$ cat config.mk
export PLATFORM = sky130hd
export DESIGN_NAME = wave_readback_flat
export DESIGN_NICKNAME = d
export VERILOG_FILES = /design/src/rtl/wave_pkg.sv /design/src/rtl/wave_readback_if.sv /design/src/rtl/uart_tx_byte.sv /design/src/rtl/wave_readback.sv /design/src/flat_wrapper.sv
export SDC_FILE = /design/constraint.sdc
export NUM_CORES = 1
export LEC_CHECK = 0
export ABC_AREA = 1
export ABC_CLOCK_PERIOD_IN_PS = 2200
export CAP_MARGIN = 20
export CORE_UTILIZATION = 45
export CTS_BUF_LIST = sky130_fd_sc_hd__clkbuf_2
export DETAILED_ROUTE_END_ITERATION = 7
export GPL_TIMING_DRIVEN = 0
export PLACE_DENSITY_LB_ADDON = 0.3
export SLEW_MARGIN = 20
export SYNTH_ARGS = -nofsm -noshare
export SYNTH_HDL_FRONTEND = slang
export SYNTH_HIERARCHICAL = 1
export SYNTH_SLANG_ARGS = --single-unit
$ cat constraint.sdc
create_clock -name clk -period 2.2 [get_ports clk]
set_input_delay 0.66 -clock clk [delete_from_list [all_inputs] [get_ports clk]]
set_output_delay 0.66 -clock clk [all_outputs]
set_load 0.01 [all_outputs]
$ cat src/rtl/wave_pkg.sv
// Shared FSM state encoding, default widths and UART frame constants for the readback path.
// The CHECK state exists only when READBACK_CHECKSUM_EN is defined.
package wave_pkg;

    localparam int ADDR_WIDTH_DEF = 12;
    localparam int DATA_WIDTH_DEF = 16;

    localparam int UART_DATA_BITS = 8;
    localparam int UART_STOP_BITS = 1;

    typedef enum logic [2:0] {
        IDLE,
        FETCH,
        WAIT_DATA,
        SEND_LO,
        SEND_HI,
`ifdef READBACK_CHECKSUM_EN
        CHECK,
`endif
        FINISH
    } state_t;

endpackage

$ cat src/rtl/wave_readback_if.sv
// Sample memory read port: the readback engine is master, the memory is slave.
// Read data is expected exactly one cycle after rd_enable.
interface wave_readback_if
    import wave_pkg::*;
#(
    parameter int ADDR_WIDTH = ADDR_WIDTH_DEF,
    parameter int DATA_WIDTH = DATA_WIDTH_DEF
);

    logic                  rd_enable;
    logic [ADDR_WIDTH-1:0] rd_addr;
    logic [DATA_WIDTH-1:0] rd_data;

    modport master (
        output rd_enable,
        output rd_addr,
        input  rd_data
    );

    modport slave (
        input  rd_enable,
        input  rd_addr,
        output rd_data
    );

endinterface

$ cat src/rtl/uart_tx_byte.sv
// 8N1 byte serializer. ready is also high in the final stop-bit cycle, so a byte loaded
// then starts its start bit immediately after the previous stop bit with no idle gap.
module uart_tx_byte
    import wave_pkg::*;
#(
    parameter int CLKS_PER_BIT = 434
) (
    input  logic       clk,
    input  logic       reset,
    input  logic       load,
    input  logic [7:0] data,
    output logic       ready,
    output logic       txd
);

    localparam int          SHIFT_W   = UART_DATA_BITS + UART_STOP_BITS;
    localparam logic [15:0] BAUD_LAST = 16'(CLKS_PER_BIT - 1);
    // bit index 0 is the start bit, SHIFT_W is the (last) stop bit
    localparam logic [3:0]  LAST_BIT  = 4'(SHIFT_W);

    logic               active_reg;
    logic [15:0]        baud_cnt_reg;
    logic [3:0]         bit_cnt_reg;
    logic [SHIFT_W-1:0] shift_reg;
    logic [SHIFT_W-1:0] shift_next;
    logic               txd_reg;
    logic               bit_end;

    assign bit_end = (baud_cnt_reg == BAUD_LAST);
    assign ready   = !active_reg || (bit_end && (bit_cnt_reg == LAST_BIT));
    assign txd     = txd_reg;

    for (genvar gi = 0; gi < SHIFT_W; gi++) begin : g_shift
        if (gi == SHIFT_W - 1) begin : g_fill
            assign shift_next[gi] = 1'b1;
        end else begin : g_move
            assign shift_next[gi] = shift_reg[gi+1];
        end
    end

    always_ff @(posedge clk or negedge reset) begin
        if (!reset) begin
            active_reg   <= 1'b0;
            baud_cnt_reg <= '0;
            bit_cnt_reg  <= '0;
            shift_reg    <= '0;
            txd_reg      <= 1'b1;
        end else if (load && ready) begin
            active_reg   <= 1'b1;
            baud_cnt_reg <= '0;
            bit_cnt_reg  <= '0;
            shift_reg    <= {{UART_STOP_BITS{1'b1}}, data};
            txd_reg      <= 1'b0;
        end else if (active_reg) begin
            if (bit_end) begin
                baud_cnt_reg <= '0;
                if (bit_cnt_reg == LAST_BIT) begin
                    active_reg <= 1'b0;
                    txd_reg    <= 1'b1;
                end else begin
                    txd_reg     <= shift_reg[0];
                    shift_reg   <= shift_next;
                    bit_cnt_reg <= bit_cnt_reg + 4'd1;
                end
            end else begin
                baud_cnt_reg <= baud_cnt_reg + 16'd1;
            end
        end
    end

endmodule

$ cat src/rtl/wave_readback.sv
// Streams count samples from sample memory out of the UART, low byte first, addresses wrapping.
// Define READBACK_CHECKSUM_EN to append one XOR-of-all-bytes checksum byte after the last sample.
module wave_readback
    import wave_pkg::*;
#(
    parameter int CLKS_PER_BIT = 434,
    parameter int ADDR_WIDTH   = ADDR_WIDTH_DEF,
    parameter int DATA_WIDTH   = DATA_WIDTH_DEF
) (
    input  logic                  clk,
    input  logic                  reset,
    input  logic                  start,
    input  logic [ADDR_WIDTH-1:0] start_addr,
    input  logic [ADDR_WIDTH-1:0] count,
    wave_readback_if.master       mem,
    output logic                  txd,
    output logic                  busy,
    output logic                  done
);

    state_t                state_reg, state_next;
    logic [ADDR_WIDTH-1:0] addr_reg, addr_next;
    logic [ADDR_WIDTH-1:0] remain_reg, remain_next;
    logic [DATA_WIDTH-1:0] sample_reg, sample_next;
    logic                  busy_reg, busy_next;
    logic                  done_reg, done_next;
    logic                  rd_enable_reg, rd_enable_next;
    logic [ADDR_WIDTH-1:0] rd_addr_reg, rd_addr_next;
    logic                  tx_load;
    logic [7:0]            tx_byte;
    logic                  tx_ready;
`ifdef READBACK_CHECKSUM_EN
    logic [7:0]            csum_reg, csum_next;
`endif

    always_comb begin
        state_next  = state_reg;
        addr_next   = addr_reg;
        remain_next = remain_reg;
        sample_next = sample_reg;
        busy_next   = busy_reg;
        done_next   = 1'b0;
        tx_load     = 1'b0;
        tx_byte     = sample_reg[7:0];
`ifdef READBACK_CHECKSUM_EN
        csum_next   = csum_reg;
`endif
        case (state_reg)
            IDLE: begin
                if (start) begin
                    addr_next   = start_addr;
                    remain_next = count;
                    busy_next   = 1'b1;
`ifdef READBACK_CHECKSUM_EN
                    csum_next   = '0;
`endif
                    state_next  = (count == '0) ? FINISH : FETCH;
                end
            end
            FETCH: state_next = WAIT_DATA;
            WAIT_DATA: begin
                sample_next = mem.rd_data;
                state_next  = SEND_LO;
            end
            SEND_LO: begin
                if (tx_ready) begin
                    tx_load    = 1'b1;
`ifdef READBACK_CHECKSUM_EN
                    csum_next  = csum_reg ^ sample_reg[7:0];
`endif
                    state_next = SEND_HI;
                end
            end
            SEND_HI: begin
                tx_byte = sample_reg[15:8];
                if (tx_ready) begin
                    tx_load     = 1'b1;
                    remain_next = remain_reg - ADDR_WIDTH'(1);
`ifdef READBACK_CHECKSUM_EN
                    csum_next   = csum_reg ^ sample_reg[15:8];
`endif
                    if (remain_reg == ADDR_WIDTH'(1)) begin
`ifdef READBACK_CHECKSUM_EN
                        state_next = CHECK;
`else
                        state_next = FINISH;
`endif
                    end else begin
                        addr_next  = addr_reg + ADDR_WIDTH'(1);
                        state_next = FETCH;
                    end
                end
            end
`ifdef READBACK_CHECKSUM_EN
            CHECK: begin
                tx_byte = csum_reg;
                if (tx_ready) begin
                    tx_load    = 1'b1;
                    state_next = FINISH;
                end
            end
`endif
            // hold off completion until the serializer has shifted out the last stop bit
            FINISH: begin
                if (tx_ready) begin
                    done_next  = 1'b1;
                    busy_next  = 1'b0;
                    state_next = IDLE;
                end
            end
            default: state_next = IDLE;
        endcase

        rd_enable_next = (state_next == FETCH);
        rd_addr_next   = rd_enable_next ? addr_next : rd_addr_reg;
    end

    always_ff @(posedge clk or negedge reset) begin
        if (!reset) begin
            state_reg     <= IDLE;
            addr_reg      <= '0;
            remain_reg    <= '0;
            sample_reg    <= '0;
            busy_reg      <= 1'b0;
            done_reg      <= 1'b0;
            rd_enable_reg <= 1'b0;
            rd_addr_reg   <= '0;
`ifdef READBACK_CHECKSUM_EN
            csum_reg      <= '0;
`endif
        end else begin
            state_reg     <= state_next;
            addr_reg      <= addr_next;
            remain_reg    <= remain_next;
            sample_reg    <= sample_next;
            busy_reg      <= busy_next;
            done_reg      <= done_next;
            rd_enable_reg <= rd_enable_next;
            rd_addr_reg   <= rd_addr_next;
`ifdef READBACK_CHECKSUM_EN
            csum_reg      <= csum_next;
`endif
        end
    end

    uart_tx_byte #(
        .CLKS_PER_BIT(CLKS_PER_BIT)
    ) u_tx (
        .clk   (clk),
        .reset (reset),
        .load  (tx_load),
        .data  (tx_byte),
        .ready (tx_ready),
        .txd   (txd)
    );

    assign mem.rd_enable = rd_enable_reg;
    assign mem.rd_addr   = rd_addr_reg;
    assign busy          = busy_reg;
    assign done          = done_reg;

endmodule

$ cat src/flat_wrapper.sv
// flat-port wrapper written by rule: the top's interface ports become plain ports
module wave_readback_flat import wave_pkg::*;
#(
    parameter int CLKS_PER_BIT = 434,
    parameter int ADDR_WIDTH   = ADDR_WIDTH_DEF,
    parameter int DATA_WIDTH   = DATA_WIDTH_DEF
)
  (clk, reset, start, start_addr, count, txd, busy, done, mem_rd_enable, mem_rd_addr, mem_rd_data);
  wave_readback_if #(.ADDR_WIDTH(ADDR_WIDTH), .DATA_WIDTH(DATA_WIDTH)) mem_i ();
  input  logic clk;
  input  logic reset;
  input  logic start;
  input  logic [ADDR_WIDTH-1:0] start_addr;
  input  logic [ADDR_WIDTH-1:0] count;
  output logic txd;
  output logic busy;
  output logic done;
  output wire logic [$bits(mem_i.rd_enable)-1:0] mem_rd_enable;
  output wire logic [$bits(mem_i.rd_addr)-1:0] mem_rd_addr;
  input wire logic [$bits(mem_i.rd_data)-1:0] mem_rd_data;
  assign mem_rd_enable = mem_i.rd_enable;
  assign mem_rd_addr = mem_i.rd_addr;
  assign mem_i.rd_data = mem_rd_data;
  wave_readback #(.CLKS_PER_BIT(CLKS_PER_BIT), .ADDR_WIDTH(ADDR_WIDTH), .DATA_WIDTH(DATA_WIDTH)) u_core (.clk(clk), .reset(reset), .start(start), .start_addr(start_addr), .count(count), .mem(mem_i), .txd(txd), .busy(busy), .done(done));
endmodule
==> results.py <==
metrics = {
    "logic_synthesis": {
        "synth_compound_area_frac": 0.08298,
        "ys_seq_elements": 89,
        "synthArstFlopShare": 1.000,
        "ys_seq_area_frac": 0.4492,
        "synth_nets": 690,
        "muxShareOfSynthArea": 0.03834,
        "syn_inst": 640,
        "avgSynthCellArea_um2": 7.752,
        "synth-xor-area-share": 0.01412,
        "synth_area_leader_cell": "dfrtp_1",
        "yosys-top-cells-area": "dfrtp_1, nand2_1, nor2_1",
        "yosysTopAreaCellShare": 0.4439,
        "synth_edf_count": 0,
        "synth_simple_gate_area_frac": 0.3259,
        "ys_types": 45,
        "ys.warnings.count": 6,
        "synth_top_cells_by_count": "nand2_1, dfrtp_1, nor2_1",
        "synthAdderAreaFrac": 0.01765,
        "synth_most_common_cell": "nand2_1",
        "synth.cell_area_mm2": 0.004961,
        "ys.flop_type": "dfrtp_1",
        "synth_top_family_by_area": "simple AND/OR/NAND/NOR gates",
    },
    "route": {
        "routed_wl_um": 13250,
        "wl_met1_um": 5668,
        "dr_wl_met2_um": 6584,
        "drc": 0,
        "vias": 4768,
        "vias_per_cell": 5.310,
        "wl_per_cell_um": 14.75,
        "drt_iter0_markers": 342,
        "postRouteAntennaNets": 0,
        "dr_wl_met3_um": 790,
        "first_pass_iters": 5,
        "highest_layer": "met4",
    },
    "setup_path": {
        "endpoint_kind": "register",
        "cp_cell_sequence": "nor2_1, nand2_1, nand2_2, inv_2, nor2_4, clkinv_4, nand3_4, o21a_1, nand2_2, nor2_4, nand3_4, inv_4, buf_6, nand2_1, nand2_1",
        "required_ns": 2.71,
        "ff2ff_path_depth": 15,
        "critical-path-max-stage-delay_ns": 0.53,
        "worstPathMaxFanout": 11,
        "crit_cells": 15,
        "cp_common_cell": "nand2_1",
        "r2r_start": "u_core/u_tx/bit_cnt_reg[2]",
        "start_kind": "register",
        "critPathTopFamily": "simple AND/OR/NAND/NOR gates",
        "cp-endpoint": "u_core/mem.rd_addr[10]",
        "worstSetupStartpoint": "u_core/u_tx/bit_cnt_reg[2]",
        "critical_path_class": "reg2reg",
        "r2r-end": "u_core/mem.rd_addr[10]",
        "cp_num_buf_inv": 4,
        "rrSetupSlack_ns": -0.34,
        "slowest_stage": "dfrtp_1",
        "arrival_ns": 3.05,
    },
    "status": {
        "status": "finished, violations left",
        "violations": "negative setup slack",
    },
    "grt": {
        "grt_pass1_vias": 4529,
        "grt_use_total": 0.2299,
        "grt_pass1_wl_um": 20630,
        "antenna_found_initial": 0,
        "grt_max_degree": 48,
        "grt-ovfl-total": 0,
    },
    "clock_network": {
        "clk_pin_slew_ns": 0.27,
        "insertion_delay_ns": 0.56,
        "cts_tree": "done",
        "cts_buffers": 9,
        "clock_sinks": 89,
        "cts_buffer_depth": 2,
        "holdBufCountCts": 0,
        "root_buffer": "clkbuf_2",
        "ctsHtreeMaxLevel": 3,
    },
    "sta": {
        "rsz0062_at_grt": "true",
        "setup_ws_ns": -0.3390,
        "timing.final.crit_period_ns": 2.539,
        "setup_viol": 63,
        "maxSlewViolCount": 0,
        "tightest_slew_ns": 0.5800,
        "max_freq_mhz": 393.9,
        "finClkSkew_ns": 0.03072,
        "fin_crit_sh": 1.154,
        "fin_hold_ws_ns": 0.05546,
        "hold_violations": 0,
        "maxSlewHeadroom": 0.6134,
    },
    "cells_and_area": {
        "n_antenna_cell": 0,
        "nets": 807,
        "drive_gt1_frac": 0.2900,
        "synthToLayoutAreaGrowth_pct": 37.53,
        "fillers": 833,
    },
    "die": {
        "die_y_um": 107.0,
        "row_count": 37,
        "die_width_um": 107.0,
        "core-area_mm2": 0.01051,
        "dieArea_mm2": 0.01145,
        "initial_core_util": 0.4721,
        "io_pins": 59,
    },
    "power_and_ir_drop": {
        "pwr_density_cell_mw_per_mm2": 713.5,
        "p_leak_uw": 0.003301,
        "power_uw": 4868,
        "ir_drop_v": 0.0004895,
    },
    "place": {
        "place_ws_ns": -0.5130,
        "io_buffer_count": 58,
        "gp_congestion": 0.9128,
        "dp_hpwl_um": 8352,
    },
    "worst_hold_path": {
        "min_path_type": "in2async",
    },
    "job": {
        "maxCapViolCount": 0,
    },
}
-- cell type report --
| type | instances | area [um2] | share of cell area |
|---|---|---|---|
| clock inverters | 7 | 52.55 | 0.007702 |
| multi-input cells | 470 | 2813 | 0.4123 |
| plain buffers | 17 | 148.9 | 0.02182 |
| well taps | 136 | 170.2 | 0.02494 |
| repair buffers | 105 | 1080 | 0.1583 |
| clock buffers | 9 | 45.04 | 0.006602 |
| inverters | 65 | 285.3 | 0.04181 |
| flip-flops and latches | 89 | 2228 | 0.3266 |
-- stage by stage --
step                setup TNS, ns  area, um2  utilization  cells
floorplan                       0       4976            -    640
global placement          -260.38       5727       0.5449    834
detailed placement         -18.09       5752       0.5473    835
CTS                        -3.239       6295       0.5990    879
global route               -18.82       6823       0.6492    898
finish                     -13.39       6823       0.6492    898
-- worst min-delay path by stage --
| stage | from | endpoint | slack, ns | cells after the start |
|---|---|---|---|---|
| floorplan | reset | u_core/addr_reg[0] | 0.36 | 0 |
| global placement | u_core/u_tx/shift_reg[8] | u_core/u_tx/shift_reg[8] | 0.46 | 1 |
| detailed placement | u_core/u_tx/shift_reg[8] | u_core/u_tx/shift_reg[8] | 0.45 | 1 |
| CTS | reset | u_core/mem.rd_addr[9] | 0.05 | 1 |
| global route | reset | u_core/mem.rd_addr[5] | 0.04 | 1 |
| finish | reset | u_core/state_reg[1] | 0.06 | 1 |
-- layout by cell type (no fill, tap or decap), types with 18 or more instances in the layout --
master / synthesis / final
nand2_1: 210 / 168
dfrtp_1: 88 / 88
nor2_1: 65 / 59
inv_1: 57 / 50
clkdlybuf4s50_1: 0 / 44
nand2_2: 8 / 41
buf_4: 3 / 31
nand3_1: 34 / 26
buf_6: 4 / 18
nand4_1: 18 / 18
-- power breakdown --
group          leakage [uW]  switching, uW  internal [uW]
clock             0.0000626            607            158
sequential          0.00109            385           2130
combinational       0.00214            815            776
total               0.00330           1810           3060
-- per-layer routing --
| layer | vias up | GRT usage |
|---|---|---|
| met4 | 0 | 0.09295 |
| met3 | 25 | 0.02675 |
| met1 | 2257 | 0.3056 |
| met5 | - | 0 |
| met2 | 178 | 0.3820 |
| li1 | 2308 | - |
-- cells by family (layout without fill, tap and decap cells) --
family / after synthesis / count (layout)
AO/OA/AOI/OAI: 73 / 73
XOR/XNOR: 8 / 8
adder cells (fa/ha/maj): 7 / 7
buffers and inverters: 82 / 203
flip-flops: 89 / 89
multiplexers: 17 / 17
AND/OR/NAND/NOR: 364 / 365
-- worst reg2reg max path: stages, from the launching register on --
cell and delay, ns:
dfrtp_1 0.53, nor2_1 0.19, nand2_1 0.11, nand2_2 0.27
inv_2 0.12, nor2_4 0.25, clkinv_4 0.15, nand3_4 0.10
o21a_1 0.13, nand2_2 0.07, nor2_4 0.12, nand3_4 0.11
inv_4 0.11, buf_6 0.12, nand2_1 0.07, nand2_1 0.06
-- what timing repair did --
item,4_1_cts,5_1_grt
endpoints found under the setup margin,68,82
cloned,4,0
setup buffers,24,21
pin swaps,22,44
gates resized for setup,68,123
Power figures use the tool's default switching activity.
